===== config.mk =====
export PLATFORM = sky130hd
export DESIGN_NAME = store_write_buffer
export DESIGN_NICKNAME = d
export VERILOG_FILES = /design/src/rtl/store_buf_pkg.sv /design/src/rtl/sb_fifo.sv /design/src/rtl/store_write_buffer.sv
export SDC_FILE = /design/constraint.sdc
export NUM_CORES = 1
export LEC_CHECK = 0
export CORE_ASPECT_RATIO = 2
export CORE_MARGIN = 1
export CORE_UTILIZATION = 60
export CTS_CLUSTER_SIZE = 12
export DETAILED_ROUTE_END_ITERATION = 8
export DONT_BUFFER_PORTS = 1
export GPL_TIMING_DRIVEN = 0
export PLACE_DENSITY = 0.75
export SYNTH_ARGS = -nofsm -noshare
export SYNTH_HDL_FRONTEND = slang
export SYNTH_SLANG_ARGS = --single-unit

===== constraint.sdc =====
create_clock -name i_clk -period 2.9 [get_ports i_clk]
set_input_delay 0.58 -clock i_clk [delete_from_list [all_inputs] [get_ports i_clk]]
set_output_delay 0.58 -clock i_clk [all_outputs]
set_load 0.01 [all_outputs]

===== src/rtl/store_buf_pkg.sv =====
// Shared types for the posted store write buffer: the buffered entry layout and
// the drain FSM states.
package store_buf_pkg;

    // Byte-address width the entry layout is built for; the top ADDR_W must match.
    localparam int unsigned SB_ADDR_W = 32;

    typedef struct packed {
        logic [SB_ADDR_W-3:0] addr;
        logic [31:0]          wdata;
        logic [3:0]           bmask;
    } sb_entry_t;

    typedef enum logic [0:0] {
        SB_IDLE,
        SB_REQ
    } sb_state_e;

endpackage


===== src/rtl/sb_fifo.sv =====
// Entry storage for the store write buffer: circular array with per-entry valid
// bits, head/tail pointers and an occupancy count used for full/empty.
module sb_fifo
    import store_buf_pkg::*;
#(
    parameter int unsigned DEPTH = 4,
    localparam int unsigned PTR_W = $clog2(DEPTH),
    localparam int unsigned CNT_W = $clog2(DEPTH + 1)
) (
    input  logic                 clk_i,
    input  logic                 rst_ni,
    input  logic                 push_i,
    input  sb_entry_t            push_entry_i,
    input  logic                 pop_i,
    output sb_entry_t            head_o,
    output logic [DEPTH-1:0]     valid_o,
    output logic [SB_ADDR_W-3:0] addr_o [DEPTH],
    output logic [CNT_W-1:0]     count_o,
    output logic [CNT_W-1:0]     count_next_o
);

    sb_entry_t          mem_q [DEPTH];
    logic [DEPTH-1:0]   valid_q, valid_d;
    logic [PTR_W-1:0]   head_q, head_d;
    logic [PTR_W-1:0]   tail_q, tail_d;
    logic [CNT_W-1:0]   count_q, count_d;

    always_comb begin
        valid_d = valid_q;
        head_d  = head_q;
        tail_d  = tail_q;
        count_d = count_q;
        if (pop_i) begin
            valid_d[head_q] = 1'b0;
            head_d          = head_q + PTR_W'(1);
        end
        if (push_i) begin
            valid_d[tail_q] = 1'b1;
            tail_d          = tail_q + PTR_W'(1);
        end
        unique case ({push_i, pop_i})
            2'b10:   count_d = count_q + CNT_W'(1);
            2'b01:   count_d = count_q - CNT_W'(1);
            default: count_d = count_q;
        endcase
    end

    always_ff @(posedge clk_i or negedge rst_ni) begin
        if (!rst_ni) begin
            valid_q <= '0;
            head_q  <= '0;
            tail_q  <= '0;
            count_q <= '0;
        end else begin
            valid_q <= valid_d;
            head_q  <= head_d;
            tail_q  <= tail_d;
            count_q <= count_d;
        end
    end

    // Payload needs no reset: valid bits and the drain FSM gate every consumer.
    always_ff @(posedge clk_i) begin
        if (push_i) begin
            mem_q[tail_q] <= push_entry_i;
        end
    end

    always_comb begin
        for (int i = 0; i < DEPTH; i++) begin
            addr_o[i] = mem_q[i].addr;
        end
    end

    assign head_o       = mem_q[head_q];
    assign valid_o      = valid_q;
    assign count_o      = count_q;
    assign count_next_o = count_d;

endmodule


===== src/rtl/store_write_buffer.sv =====
// Posted-write buffer: queues store beats, drains them in order over a req/ack
// memory handshake, and flags loads hitting a word still held in the buffer.
module store_write_buffer
    import store_buf_pkg::*;
#(
    parameter int unsigned DEPTH  = 4,
    parameter int unsigned ADDR_W = SB_ADDR_W
) (
    input  logic                       i_clk,
    input  logic                       i_rst_n,
    input  logic                       i_st_valid,
    input  logic [ADDR_W-1:0]          i_st_addr,
    input  logic [31:0]                i_st_wdata,
    input  logic [3:0]                 i_st_bmask,
    output logic                       o_st_ready,
    input  logic                       i_ld_valid,
    input  logic [ADDR_W-1:0]          i_ld_addr,
    output logic                       o_ld_hazard,
    output logic                       o_mem_req,
    output logic [ADDR_W-1:0]          o_mem_addr,
    output logic [31:0]                o_mem_wdata,
    output logic [3:0]                 o_mem_bmask,
    input  logic                       i_mem_ack,
    output logic                       o_empty,
    output logic [$clog2(DEPTH+1)-1:0] o_count
);

    localparam int unsigned CNT_W = $clog2(DEPTH + 1);

    sb_state_e            state_q, state_d;
    sb_entry_t            push_entry;
    sb_entry_t            head;
    logic                 push, pop;
    logic [DEPTH-1:0]     valid;
    logic [ADDR_W-3:0]    entry_addr [DEPTH];
    logic [CNT_W-1:0]     count, count_next;

    // Zero-mask beats are accepted (ready is honoured) but never enqueued.
    assign push = i_st_valid && o_st_ready && (i_st_bmask != 4'b0000);
    assign pop  = o_mem_req && i_mem_ack;

    assign push_entry = '{addr: i_st_addr[ADDR_W-1:2], wdata: i_st_wdata, bmask: i_st_bmask};

    sb_fifo #(
        .DEPTH (DEPTH)
    ) u_fifo (
        .clk_i        (i_clk),
        .rst_ni       (i_rst_n),
        .push_i       (push),
        .push_entry_i (push_entry),
        .pop_i        (pop),
        .head_o       (head),
        .valid_o      (valid),
        .addr_o       (entry_addr),
        .count_o      (count),
        .count_next_o (count_next)
    );

    // Decide on the post-update count so a push into an empty buffer requests next cycle.
    always_comb begin
        state_d = state_q;
        unique case (state_q)
            SB_IDLE: if (count_next != '0) state_d = SB_REQ;
            SB_REQ:  if (pop && (count_next == '0)) state_d = SB_IDLE;
            default: state_d = SB_IDLE;
        endcase
    end

    always_ff @(posedge i_clk or negedge i_rst_n) begin
        if (!i_rst_n) begin
            state_q <= SB_IDLE;
        end else begin
            state_q <= state_d;
        end
    end

    always_comb begin
        o_mem_req   = (state_q == SB_REQ);
        o_mem_addr  = '0;
        o_mem_wdata = '0;
        o_mem_bmask = '0;
        if (o_mem_req) begin
            o_mem_addr  = {head.addr, 2'b00};
            o_mem_wdata = head.wdata;
            o_mem_bmask = head.bmask;
        end
    end

    always_comb begin
        o_ld_hazard = 1'b0;
        for (int i = 0; i < DEPTH; i++) begin
            if (valid[i] && (entry_addr[i] == i_ld_addr[ADDR_W-1:2])) begin
                o_ld_hazard = i_ld_valid;
            end
        end
    end

    assign o_count    = count;
    assign o_empty    = (count == '0);
    assign o_st_ready = (count < CNT_W'(DEPTH));

endmodule


==> flow_summary.yaml <==
finish:
  ff_latch_area_um2: 8229
  fin_cells: 963
  drive_above_1_share: 0.1847
  antenna_cells: 0
  fill_cells: 1300
  multi_input_area_um2: 3654
  syn_to_final_growth_pct: 10.02
  final_net_count: 806
critical_path:
  critPathMaxFanout: 2
  slowest_stage: "nor4_1"
  crit_type: "flop to primary output"
  critical_path.max_stage_delay_ns: 0.66
  path_delay_family: "simple AND/OR/NAND/NOR gates"
  cp.required_ns: 2.32
  endpoint_kind: "primary output"
  worstPathArrival_ns: 2.30
  critical_path_buf_inv_count: 0
  crit_chain: "xor2_1, nor4_1, nand4_1, a41oi_2"
  start_kind: "flop"
placed_design:
  dpl.cell_count: 921
  io_buffers: 0
  place_congestion: 0.9523
  dp_hpwl_um: 18680
status:
  status: "finished clean"
synthesis:
  synth_compound_area_frac: 0.004061
  synth-xor-area-share: 0.09112
  yosys.area_share.simple: 0.06352
  netlist_area_um2: 12020
  synth_top_family_by_area: "multiplexers"
  yosys.cell_types.count: 28
  synth_edf_count: 264
  syn_inst: 661
  ys_ff_latch: 276
  synth_top_area_frac: 0.6598
  ys.flop_type: "edfxtp_1"
  yosysWarnings: 0
  synth_area_leaders: "edfxtp_1, mux4_2, xnor2_1"
  synthMuxAreaShare: 0.1245
  yosysSeqAreaShare: 0.6848
  async_flop_share: 0.04348
  synth_top_area_cell: "edfxtp_1"
  yosys.area_share.adder: 0.01104
  postSynthAreaPerCell_um2: 18.18
global_routing:
  grt_pass1_wl_um: 39310
  grt_start_max_net_pins: 68
  track_usage: 0.2712
  antenna_found_initial: 0
  overflow: 0
  grt_pass1_vias: 6596
sta:
  finalCritPeriodShare: 0.9940
  finalHoldViolCount: 0
  holdWs_ns: 0.1535
  fin_worst_skew_ns: 0.005954
  relSlewSlack: 0.2669
  fmax_mhz: 346.9
  setup_viol: 0
  tightest_slew_ns: 1.100
  rsz0062_at_grt: "true"
  fin_crit_ns: 2.883
  slew_viol_final: 0
floorplan:
  row_count: 72
  dieArea_um2: 20630
  io_pins: 180
  die_h_um: 202.1
  initial_utilization: 0.6175
  die_x_um: 102.1
  core-area_um2: 19460
routing:
  wl_per_cell_um: 28.05
  first_pass_iters: 5
  viasPerCell: 6.155
  first_iter_violations: 286
  drt_wl_total_um: 27010
  final_antenna_net_count: 0
  drc_errors: 0
  vias: 5927
power:
  clock_power_share: 0.248
  power_density_nw_per_um2: 937.0
  sw_frac_of_total: 0.3182
  power_switching_mw: 3.941
  p_leak_nw: 4.220
  power_frac_comb: 0.324
  seqPwrFrac: 0.427
  irDropWorstVdd_v: 0.0009207
  p_int_mw: 8.445
cts:
  cts_setup_buffers: 0
  clkSinkCount: 276
  htreeDepth: 1
  cts_tree: "done"
  clockBufferDepth: 3
  insertion_delay_ns: 0.51
  root_buffer: "clkbuf_16"
  cts_buffers: 27
  clkTransAtPathRegs_ns: 0.06
hold_path:
  hp-class: "primary input to flop"
run:
  maxCapViolCount: 0
sequential cells by signal (all words and copies together) (netlist names):
| register | count |
|---|---|
| u_fifo.head_q | 2 |
| u_fifo.count_o | 3 |
| u_fifo.tail_q | 2 |
| u_fifo.valid_o | 4 |
| u_fifo.mem_q | 264 |
| o_mem_req | 1 |
layout by cell type, fill, tap and decap left out, drive strengths merged:
master	Yosys	layout
dlygate4sd3	0	1
nor2	1	1
nor3	1	1
nand4	24	24
a21o	4	4
xor2	45	45
and2	71	71
edfxtp	264	264
a41oi	1	1
mux4	66	66
ha	9	9
xnor2	80	80
dfrtp	12	12
conb	1	2
nor2b	1	1
o21ai	2	2
or4	2	2
mux2i	1	1
clkinv	0	2
nor4	16	16
clkbuf	28	66
nand2	6	6
inv	10	10
buf	14	15
and3	1	1
fa	1	1
logic make-up after synthesis:
kind of cell | count (synthesis)
flip-flops | 276
adder cells (fa/ha/maj) | 10
AND/OR/NAND/NOR | 123
buffers and inverters | 52
multiplexers | 67
other | 1
AO/OA/AOI/OAI | 7
XOR/XNOR | 125
power by group through the flow:
stage / Clock, mW / Combinational [mW] / Sequential (mW)
2_1_floorplan: 0 / 3.10 / 5.25
3_3_place_gp: 0 / 4.00 / 5.31
3_5_place_dp: 0 / 4.05 / 5.35
4_1_cts: 3.11 / 4.08 / 5.29
5_1_grt: 3.25 / 4.32 / 5.34
6_report: 3.08 / 4.01 / 5.30
timing repair:
action | CTS | global route
hold buffers | 1 | 0
gates cloned | 0 | 0
hold endpoints to repair | 12 | 0
resized for setup | 15 | 7
pin swaps | 0 | 1
setup endpoints to repair | 54 | 20
final timing paths:
kind | cells after the start | end | slack (ns) | startpoint
worst max-delay path | 4 | o_ld_hazard | 0.02 | u_fifo.mem_q[3][56]
worst min-delay path | 0 | u_fifo.mem_q[3][36] | 0.15 | i_st_addr[2]
worst max register to register | 9 | o_mem_req | 0.18 | o_mem_req
worst min register to register | 1 | u_fifo.valid_o[1] | 0.51 | u_fifo.valid_o[1]
max in group asynchronous | 1 | u_fifo.head_q[0] | 1.95 | i_rst_n
min in group asynchronous | 1 | u_fifo.count_o[0] | 0.52 | i_rst_n
through the flow:
step / total power, mW / util / worst slack [ns] / TNS (ns) / instance area (µm²)
after floorplan: 8.345 / - / 0.03897 / 0 / 12020
after global placement: 9.306 / 0.6346 / -0.03579 / -0.03579 / 12350
after detailed placement: 9.401 / 0.6346 / -0.08913 / -0.08913 / 12350
after CTS: 12.49 / 0.6781 / 0.01192 / 0 / 13200
after global routing: 12.90 / 0.6793 / -0.01141 / -0.01141 / 13220
final: 12.39 / 0.6793 / 0.01750 / 0 / 13220
synth_stat cells (all sizes together) (2+ instances only):
cell and instances:
nand4 24, or4 2, o21ai 2, a21o 4, mux4 66, clkbuf 28
ha 9, edfxtp 264, dfrtp 12, inv 10, buf 14, xor2 45
nor4 16, and2 71, xnor2 80, nand2 6
per-layer routing:
metal  part of all wire  up-vias  wire length (µm)  track usage
met3              0.064       78              1721      0.06189
met1               0.32     3042              8594       0.2754
met4              0.073        0              1965       0.1745
met2               0.55      232             14730       0.4830
met5                  0        -                 0            0
li1                   -     2575                 -            -
cell type report:
type	instances	area share
flip-flops and latches	276	0.6225
multi-input cells	334	0.2764
clock buffers	40	0.05632
well taps	259	0.02451
plain buffers	41	0.01609
inverters	10	0.002840
repair buffers	1	0.0007572
clock inverters	2	0.0005679
Power figures use the tool's default switching activity.
